`src/rtl/div_pkg.sv`:
```
// Shared definitions for the sequential signed divider.
// Provides the FSM state type, the default operand width and the
// iteration-counter width helper used by the top level.
package div_pkg;

    localparam int DIV_WIDTH = 8;

    // Counter must hold 0..w-1; a 1-bit floor keeps degenerate widths legal.
    function automatic int cnt_bits(input int w);
        return (w > 1) ? $clog2(w) : 1;
    endfunction

    localparam int DIV_CNT_W = cnt_bits(DIV_WIDTH);

    typedef enum logic [1:0] {
        IDLE    = 2'd0,
        DIVIDE  = 2'd1,
        CORRECT = 2'd2
    } div_state_t;

endpackage

```
`src/rtl/signed_divider_if.sv`:
```
// Start-strobe handshake bundle for the signed divider.
//   valid/dividend/divisor : request from the master (start strobe + operands)
//   busy/done              : progress and one-cycle completion pulse
//   quotient/remainder     : registered results
//   div_by_zero/overflow   : registered status flags, valid with done
interface signed_divider_if
    import div_pkg::*;
#(
    parameter int WIDTH = DIV_WIDTH
);
    logic                    valid;
    logic signed [WIDTH-1:0] dividend;
    logic signed [WIDTH-1:0] divisor;
    logic                    busy;
    logic                    done;
    logic signed [WIDTH-1:0] quotient;
    logic signed [WIDTH-1:0] remainder;
    logic                    div_by_zero;
    logic                    overflow;

    modport master (
        output valid, dividend, divisor,
        input  busy, done, quotient, remainder, div_by_zero, overflow
    );

    modport slave (
        input  valid, dividend, divisor,
        output busy, done, quotient, remainder, div_by_zero, overflow
    );
endinterface

```
`src/rtl/div_step.sv`:
```
// One restoring-division iteration on unsigned magnitudes (combinational).
//   rem_i / rem_o : partial remainder, WIDTH+1 bits
//   quo_i / quo_o : quotient shift register, WIDTH bits
//   dvs_i         : divisor magnitude
module div_step
    import div_pkg::*;
#(
    parameter int WIDTH = DIV_WIDTH
) (
    input  logic [WIDTH:0]   rem_i,
    input  logic [WIDTH-1:0] quo_i,
    input  logic [WIDTH-1:0] dvs_i,
    output logic [WIDTH:0]   rem_o,
    output logic [WIDTH-1:0] quo_o
);
    // One guard bit above the shifted remainder so the top bit is a true sign.
    logic [WIDTH+1:0] trial;
    logic             ge;

    assign trial = {rem_i, quo_i[WIDTH-1]} - {2'b00, dvs_i};
    assign ge    = ~trial[WIDTH+1];
    assign rem_o = ge ? trial[WIDTH:0] : {rem_i[WIDTH-1:0], quo_i[WIDTH-1]};
    assign quo_o = {quo_i[WIDTH-2:0], ge};
endmodule

```
`src/rtl/signed_divider.sv`:
```
// Sequential signed divider: one restoring step per clock on magnitudes,
// then sign correction into registered quotient/remainder with a done pulse.
//   clk : rising-edge clock
//   rst : asynchronous active-low reset
//   bus : slave side of signed_divider_if (valid/operands in, results out)
//
// state   | meaning
// IDLE    | waiting for valid; accepts a new op in any IDLE cycle
// DIVIDE  | WIDTH restoring iterations, counter 0..WIDTH-1
// CORRECT | apply signs / special cases, load outputs, pulse done
module signed_divider
    import div_pkg::*;
#(
    parameter int WIDTH = DIV_WIDTH
) (
    input  logic             clk,
    input  logic             rst,
    signed_divider_if.slave  bus
);
    localparam int CNT_W = (WIDTH == DIV_WIDTH) ? DIV_CNT_W : cnt_bits(WIDTH);
    localparam logic [WIDTH-1:0] MOST_NEG = {1'b1, {(WIDTH-1){1'b0}}};
    localparam logic [CNT_W-1:0] CNT_LAST = CNT_W'(WIDTH - 1);

    function automatic logic [WIDTH-1:0] mag(input logic [WIDTH-1:0] v);
        return v[WIDTH-1] ? -v : v;
    endfunction

    div_state_t       state_q, state_d;
    logic [CNT_W-1:0] cnt_q, cnt_d;
    logic [WIDTH:0]   rem_q, rem_d;
    logic [WIDTH-1:0] quo_q, quo_d;
    logic [WIDTH-1:0] dvs_q, dvs_d;
    logic             neg_dvd_q, neg_dvd_d;
    logic             neg_dvs_q, neg_dvs_d;
    logic             zero_q, zero_d;
    logic             ovf_q, ovf_d;
    logic [WIDTH-1:0] quot_q, quot_d;
    logic [WIDTH-1:0] remd_q, remd_d;
    logic             done_q, done_d;
    logic             dz_flag_q, dz_flag_d;
    logic             ovf_flag_q, ovf_flag_d;

    logic [WIDTH:0]   rem_nx;
    logic [WIDTH-1:0] quo_nx;

    div_step #(.WIDTH(WIDTH)) u_step (
        .rem_i (rem_q),
        .quo_i (quo_q),
        .dvs_i (dvs_q),
        .rem_o (rem_nx),
        .quo_o (quo_nx)
    );

    always_ff @(posedge clk or negedge rst) begin
        if (!rst) begin
            state_q    <= IDLE;
            cnt_q      <= '0;
            rem_q      <= '0;
            quo_q      <= '0;
            dvs_q      <= '0;
            neg_dvd_q  <= 1'b0;
            neg_dvs_q  <= 1'b0;
            zero_q     <= 1'b0;
            ovf_q      <= 1'b0;
            quot_q     <= '0;
            remd_q     <= '0;
            done_q     <= 1'b0;
            dz_flag_q  <= 1'b0;
            ovf_flag_q <= 1'b0;
        end else begin
            state_q    <= state_d;
            cnt_q      <= cnt_d;
            rem_q      <= rem_d;
            quo_q      <= quo_d;
            dvs_q      <= dvs_d;
            neg_dvd_q  <= neg_dvd_d;
            neg_dvs_q  <= neg_dvs_d;
            zero_q     <= zero_d;
            ovf_q      <= ovf_d;
            quot_q     <= quot_d;
            remd_q     <= remd_d;
            done_q     <= done_d;
            dz_flag_q  <= dz_flag_d;
            ovf_flag_q <= ovf_flag_d;
        end
    end

    always_comb begin
        state_d    = state_q;
        cnt_d      = cnt_q;
        rem_d      = rem_q;
        quo_d      = quo_q;
        dvs_d      = dvs_q;
        neg_dvd_d  = neg_dvd_q;
        neg_dvs_d  = neg_dvs_q;
        zero_d     = zero_q;
        ovf_d      = ovf_q;
        quot_d     = quot_q;
        remd_d     = remd_q;
        done_d     = 1'b0;
        dz_flag_d  = dz_flag_q;
        ovf_flag_d = ovf_flag_q;

        unique case (state_q)
            IDLE: begin
                if (bus.valid) begin
                    neg_dvd_d  = bus.dividend[WIDTH-1];
                    neg_dvs_d  = bus.divisor[WIDTH-1];
                    quo_d      = mag(bus.dividend);
                    dvs_d      = mag(bus.divisor);
                    rem_d      = '0;
                    cnt_d      = '0;
                    zero_d     = (bus.divisor == '0);
                    ovf_d      = ($unsigned(bus.dividend) == MOST_NEG) && (bus.divisor == '1);
                    dz_flag_d  = 1'b0;
                    ovf_flag_d = 1'b0;
                    state_d    = (bus.divisor == '0) ? CORRECT : DIVIDE;
                end
            end
            DIVIDE: begin
                rem_d = rem_nx;
                quo_d = quo_nx;
                cnt_d = cnt_q + 1'b1;
                if (cnt_q == CNT_LAST) begin
                    state_d = CORRECT;
                end
            end
            CORRECT: begin
                done_d  = 1'b1;
                state_d = IDLE;
                if (zero_q) begin
                    // No iterations ran, so quo_q still holds |dividend|.
                    quot_d    = '1;
                    remd_d    = neg_dvd_q ? -quo_q : quo_q;
                    dz_flag_d = 1'b1;
                end else begin
                    // Most-negative / -1 wraps back to most-negative naturally.
                    quot_d     = (neg_dvd_q ^ neg_dvs_q) ? -quo_q : quo_q;
                    remd_d     = neg_dvd_q ? -rem_q[WIDTH-1:0] : rem_q[WIDTH-1:0];
                    ovf_flag_d = ovf_q;
                end
            end
            default: state_d = IDLE;
        endcase
    end

    // done is issued from IDLE, so busy must be held through that cycle too.
    assign bus.busy        = (state_q != IDLE) || done_q;
    assign bus.done        = done_q;
    assign bus.quotient    = quot_q;
    assign bus.remainder   = remd_q;
    assign bus.div_by_zero = dz_flag_q;
    assign bus.overflow    = ovf_flag_q;
endmodule

```
`src/flat_wrapper.sv`:
```
// flat-port wrapper written by rule: the top's interface ports become plain ports
module signed_divider_flat import div_pkg::*;
#(
    parameter int WIDTH = DIV_WIDTH
)
  (clk, rst, bus_valid, bus_dividend, bus_divisor, bus_busy, bus_done, bus_quotient, bus_remainder, bus_div_by_zero, bus_overflow);
  signed_divider_if #(.WIDTH(WIDTH)) bus_i ();
  input  logic clk;
  input  logic rst;
  input wire logic [$bits(bus_i.valid)-1:0] bus_valid;
  input wire logic [$bits(bus_i.dividend)-1:0] bus_dividend;
  input wire logic [$bits(bus_i.divisor)-1:0] bus_divisor;
  output wire logic [$bits(bus_i.busy)-1:0] bus_busy;
  output wire logic [$bits(bus_i.done)-1:0] bus_done;
  output wire logic [$bits(bus_i.quotient)-1:0] bus_quotient;
  output wire logic [$bits(bus_i.remainder)-1:0] bus_remainder;
  output wire logic [$bits(bus_i.div_by_zero)-1:0] bus_div_by_zero;
  output wire logic [$bits(bus_i.overflow)-1:0] bus_overflow;
  assign bus_i.valid = bus_valid;
  assign bus_i.dividend = bus_dividend;
  assign bus_i.divisor = bus_divisor;
  assign bus_busy = bus_i.busy;
  assign bus_done = bus_i.done;
  assign bus_quotient = bus_i.quotient;
  assign bus_remainder = bus_i.remainder;
  assign bus_div_by_zero = bus_i.div_by_zero;
  assign bus_overflow = bus_i.overflow;
  signed_divider #(.WIDTH(WIDTH)) u_core (.clk(clk), .rst(rst), .bus(bus_i));
endmodule
```
`config.mk`:
```
export PLATFORM = sky130hd
export DESIGN_NAME = signed_divider_flat
export DESIGN_NICKNAME = d
export VERILOG_FILES = /design/src/rtl/div_pkg.sv /design/src/rtl/signed_divider_if.sv /design/src/rtl/div_step.sv /design/src/rtl/signed_divider.sv /design/src/flat_wrapper.sv
export SDC_FILE = /design/constraint.sdc
export NUM_CORES = 1
export LEC_CHECK = 0
export BUFFER_PORTS_ARGS = -buffer_cell sky130_fd_sc_hd__buf_2
export CAP_MARGIN = 30
export CORE_ASPECT_RATIO = 0.9
export CORE_MARGIN = 3
export CORE_UTILIZATION = 30
export CTS_CLUSTER_DIAMETER = 100
export DETAILED_ROUTE_END_ITERATION = 7
export RECOVER_POWER = 100
export SYNTH_ARGS = -nofsm -noshare
export SYNTH_HDL_FRONTEND = slang
export SYNTH_HIERARCHICAL = 1
export SYNTH_SLANG_ARGS = --single-unit
```
`constraint.sdc`:
```
create_clock -name clk -period 3 [get_ports clk]
set_input_delay 0.3 -clock clk [delete_from_list [all_inputs] [get_ports clk]]
set_output_delay 0.3 -clock clk [all_outputs]
set_load 0.03 [all_outputs]
```
==> flow_metrics.env <==
export IMPL_status="finished, final reports clean"
export IMPL_worst_pin_slew_ps=967
export IMPL_synthFlopType="dfrtp_1"
export IMPL_wl_per_cell_um=14.8
export IMPL_synth_cell_types=70
export IMPL_fmax_mhz=384
export IMPL_cap_violations=0
export IMPL_routabilityCongestion=0.863
export IMPL_synth_edf_count=0
export IMPL_power_density_mw_per_mm2=1210
export IMPL_slew_headroom=0.355
export IMPL_rsz0062_at_grt="false"
export IMPL_worstHoldPathType="primary input to flip-flop"
export IMPL_cp_max_fo=9
export IMPL_power_leakage_uw=0.00170
export IMPL_yosysSeqAreaShare=0.376
export IMPL_ir_drop_uv=404
export IMPL_rows=36
export IMPL_p_switching_uw=2100
export IMPL_cts_buffers=5
export IMPL_critPathKind="flip-flop to flip-flop"
export IMPL_drc=0
export IMPL_core_mm2=0.0111
export IMPL_swShare=0.445
export IMPL_p_comb_frac=0.545
export IMPL_finalMaxSlewViolations=0
export IMPL_end_kind="flip-flop"
export IMPL_postLayoutCoreUtil=0.351
export IMPL_ys_async_sr_fraction=1.00
export IMPL_p_int_uw=2620
export IMPL_drt_total_wl_um=8270
export IMPL_post_cts_resized=0
export IMPL_die_area_mm2=0.0131
export IMPL_h_tree_depth=2
export IMPL_area_growth_synth_to_final_pct=10.8
export IMPL_dr_pass1_iters=4
export IMPL_mostFrequentLayoutCells="dfrtp_1 (53), nand2_1 (40), nor2_1 (28), o21ai_0 (27)"
export IMPL_ys_ff_latch=53
export IMPL_hold_violations=0
export IMPL_setup_viol=0
export IMPL_fin_skew_ps=8.19
export IMPL_dp_hpwl_um=6340
export IMPL_worst_ep_arrival_time_ps=2780
export IMPL_sequentialPowerShare=0.299
export IMPL_antenna_left=0
export IMPL_groute_usage_overall=0.131
export IMPL_postSynthAreaPerCell_um2=9.20
export IMPL_critPathLaunchType="flip-flop"
export IMPL_drt_initial_drc_count=138
export IMPL_yosysTopAreaCellShare=0.376
export IMPL_gr_total_overflow=0
export IMPL_syn_inst=383
export IMPL_cts_clk_slew_worst_paths_ps=70
export IMPL_p_clk_frac=0.156
export IMPL_yosys_area_top_type="dfrtp_1"
export IMPL_fin_crit_sh=0.867
export IMPL_die_w_um=120
export IMPL_antennaDiodeCount=0
export IMPL_clockBufferDepth=2
export IMPL_vias_per_cell=4.97
export IMPL_io_pins=39
export IMPL_synthTopCellsByArea="dfrtp_1 (38%), ha_1 (5.3%), nand2_1 (4.3%)"
export IMPL_drive_gt1_frac=0.0931
export IMPL_yosys_warnings=6
export IMPL_die_h_um=109
export IMPL_crit_required_ps=3180
export IMPL_antenna_found_initial=0
export IMPL_fin_nets=442
export IMPL_cts_sinks=53
export IMPL_syn_num_nets=418
export IMPL_grt_pass1_wl_um=13700
export IMPL_period_needed_ps=2600
export IMPL_synthesis_area_mm2=0.00352
export IMPL_final_common_cell="dfrtp_1"
export IMPL_fillers=1192
export IMPL_start_util=0.317
export IMPL_grt_max_degree=38
export IMPL_root_buffer="clkbuf_16"
export IMPL_grt_pass1_vias=2669
export IMPL_clk_latency_ps=290
export IMPL_setup_tns_ps=0
export IMPL_cts_tree="built"
export IMPL_vias=2782
export IMPL_io_buffers=38
## power groups by stage
stage	clock network, µW	logic (µW)	registers (µW)
5_1_grt	783	2900	1470
6_report	736	2570	1410
3_3_place_gp	0	2720	1410
2_1_floorplan	0	2230	1450
4_1_cts	753	2770	1410
3_5_place_dp	0	2760	1420
## per-stage QoR
step	instances	instance area, µm²	power [µW]	worst slack, ps	hold slack, ps
after floorplan	383	3520	3680	671	4.41
after global placement	551	3780	4130	514	260
after detailed placement	551	3780	4180	486	256
after CTS	560	3980	4930	469	328
after global routing	560	3900	5150	156	345
final	560	3900	4710	398	336
## Yosys cell counts (8+ instances only)
master    count
buf_4         8
xor2_1       11
dfrtp_1      53
nand2_1      40
xnor2_1      16
mux2i_1       8
ha_1         15
a21oi_1      23
inv_1        22
nor2_1       28
a22o_1       10
buf_2        13
o21ai_0      25
nand2b_1      8
## worst paths after layout
kind	start	end	slack, ps	cells after the start
hold reg to reg	u_core/bus.remainder[0]	u_core/bus.remainder[0]	480	2
max in group asynchronous	rst	u_core/quo_q[7]	840	3
min in group asynchronous	rst	u_core/rem_q[8]	690	2
hold / removal	bus_dividend[7]	u_core/neg_dvd_q	340	3
setup / recovery	u_core/rem_q[3]	u_core/rem_q[4]	400	7
setup reg to reg	u_core/rem_q[3]	u_core/rem_q[4]	400	7
## state kept, by name, summed over array words and instances (netlist names)
name,cells
u_core/quo_q,8
u_core/neg_dvs_q,1
u_core/bus.overflow,1
u_core/bus.div_by_zero,1
u_core/bus.quotient,8
u_core/state_q,2
u_core/rem_q,9
u_core/zero_q,1
u_core/cnt_q,3
u_core/ovf_q,1
u_core/bus.remainder,8
u_core/dvs_q,8
u_core/neg_dvd_q,1
u_core/bus.done,1
## kinds of logic (layout without fill, tap and decap cells)
group	Yosys count	after routing	synth area share
AND/OR/NAND/NOR	123	123	0.188
adder cells (fa/ha/maj)	16	16	0.0589
flip-flops	53	53	0.376
multiplexers	14	14	0.0504
buffers and inverters	48	73	0.0668
AO/OA/AOI/OAI	102	102	0.193
XOR/XNOR	27	27	0.0671
## layout make-up
cell class	count	area, µm²	area share
clock inverters	3	65.1	0.0167
clock buffers	5	125	0.0321
well taps	152	190	0.0487
multi-input cells	282	1920	0.493
flip-flops and latches	53	1330	0.340
inverters	23	86.3	0.0221
repair buffers	42	186	0.0478
## metal layers
layer | up-vias | part of all wire | GRT usage
met5 | - | 0 | 0
met4 | 0 | 0.0053 | 0.0275
met3 | 4 | 0.063 | 0.0301
met2 | 66 | 0.42 | 0.187
met1 | 1311 | 0.51 | 0.203
li1 | 1401 | - | -
## worst max-delay path: stages, from the launching register on
cell and delay [ps]:
dfrtp_1 480, ha_1 410, a21oi_1 180, nand2_1 80, o21ai_0 340, a211o_1 410, mux2_1 360, a22o_2 220
## what timing repair did
action,in CTS,in global routing
buffers inserted,0,0
hold buffers,1,0
hold endpoints to repair,16,0
Note: power is estimated with default switching activity, not from simulation.
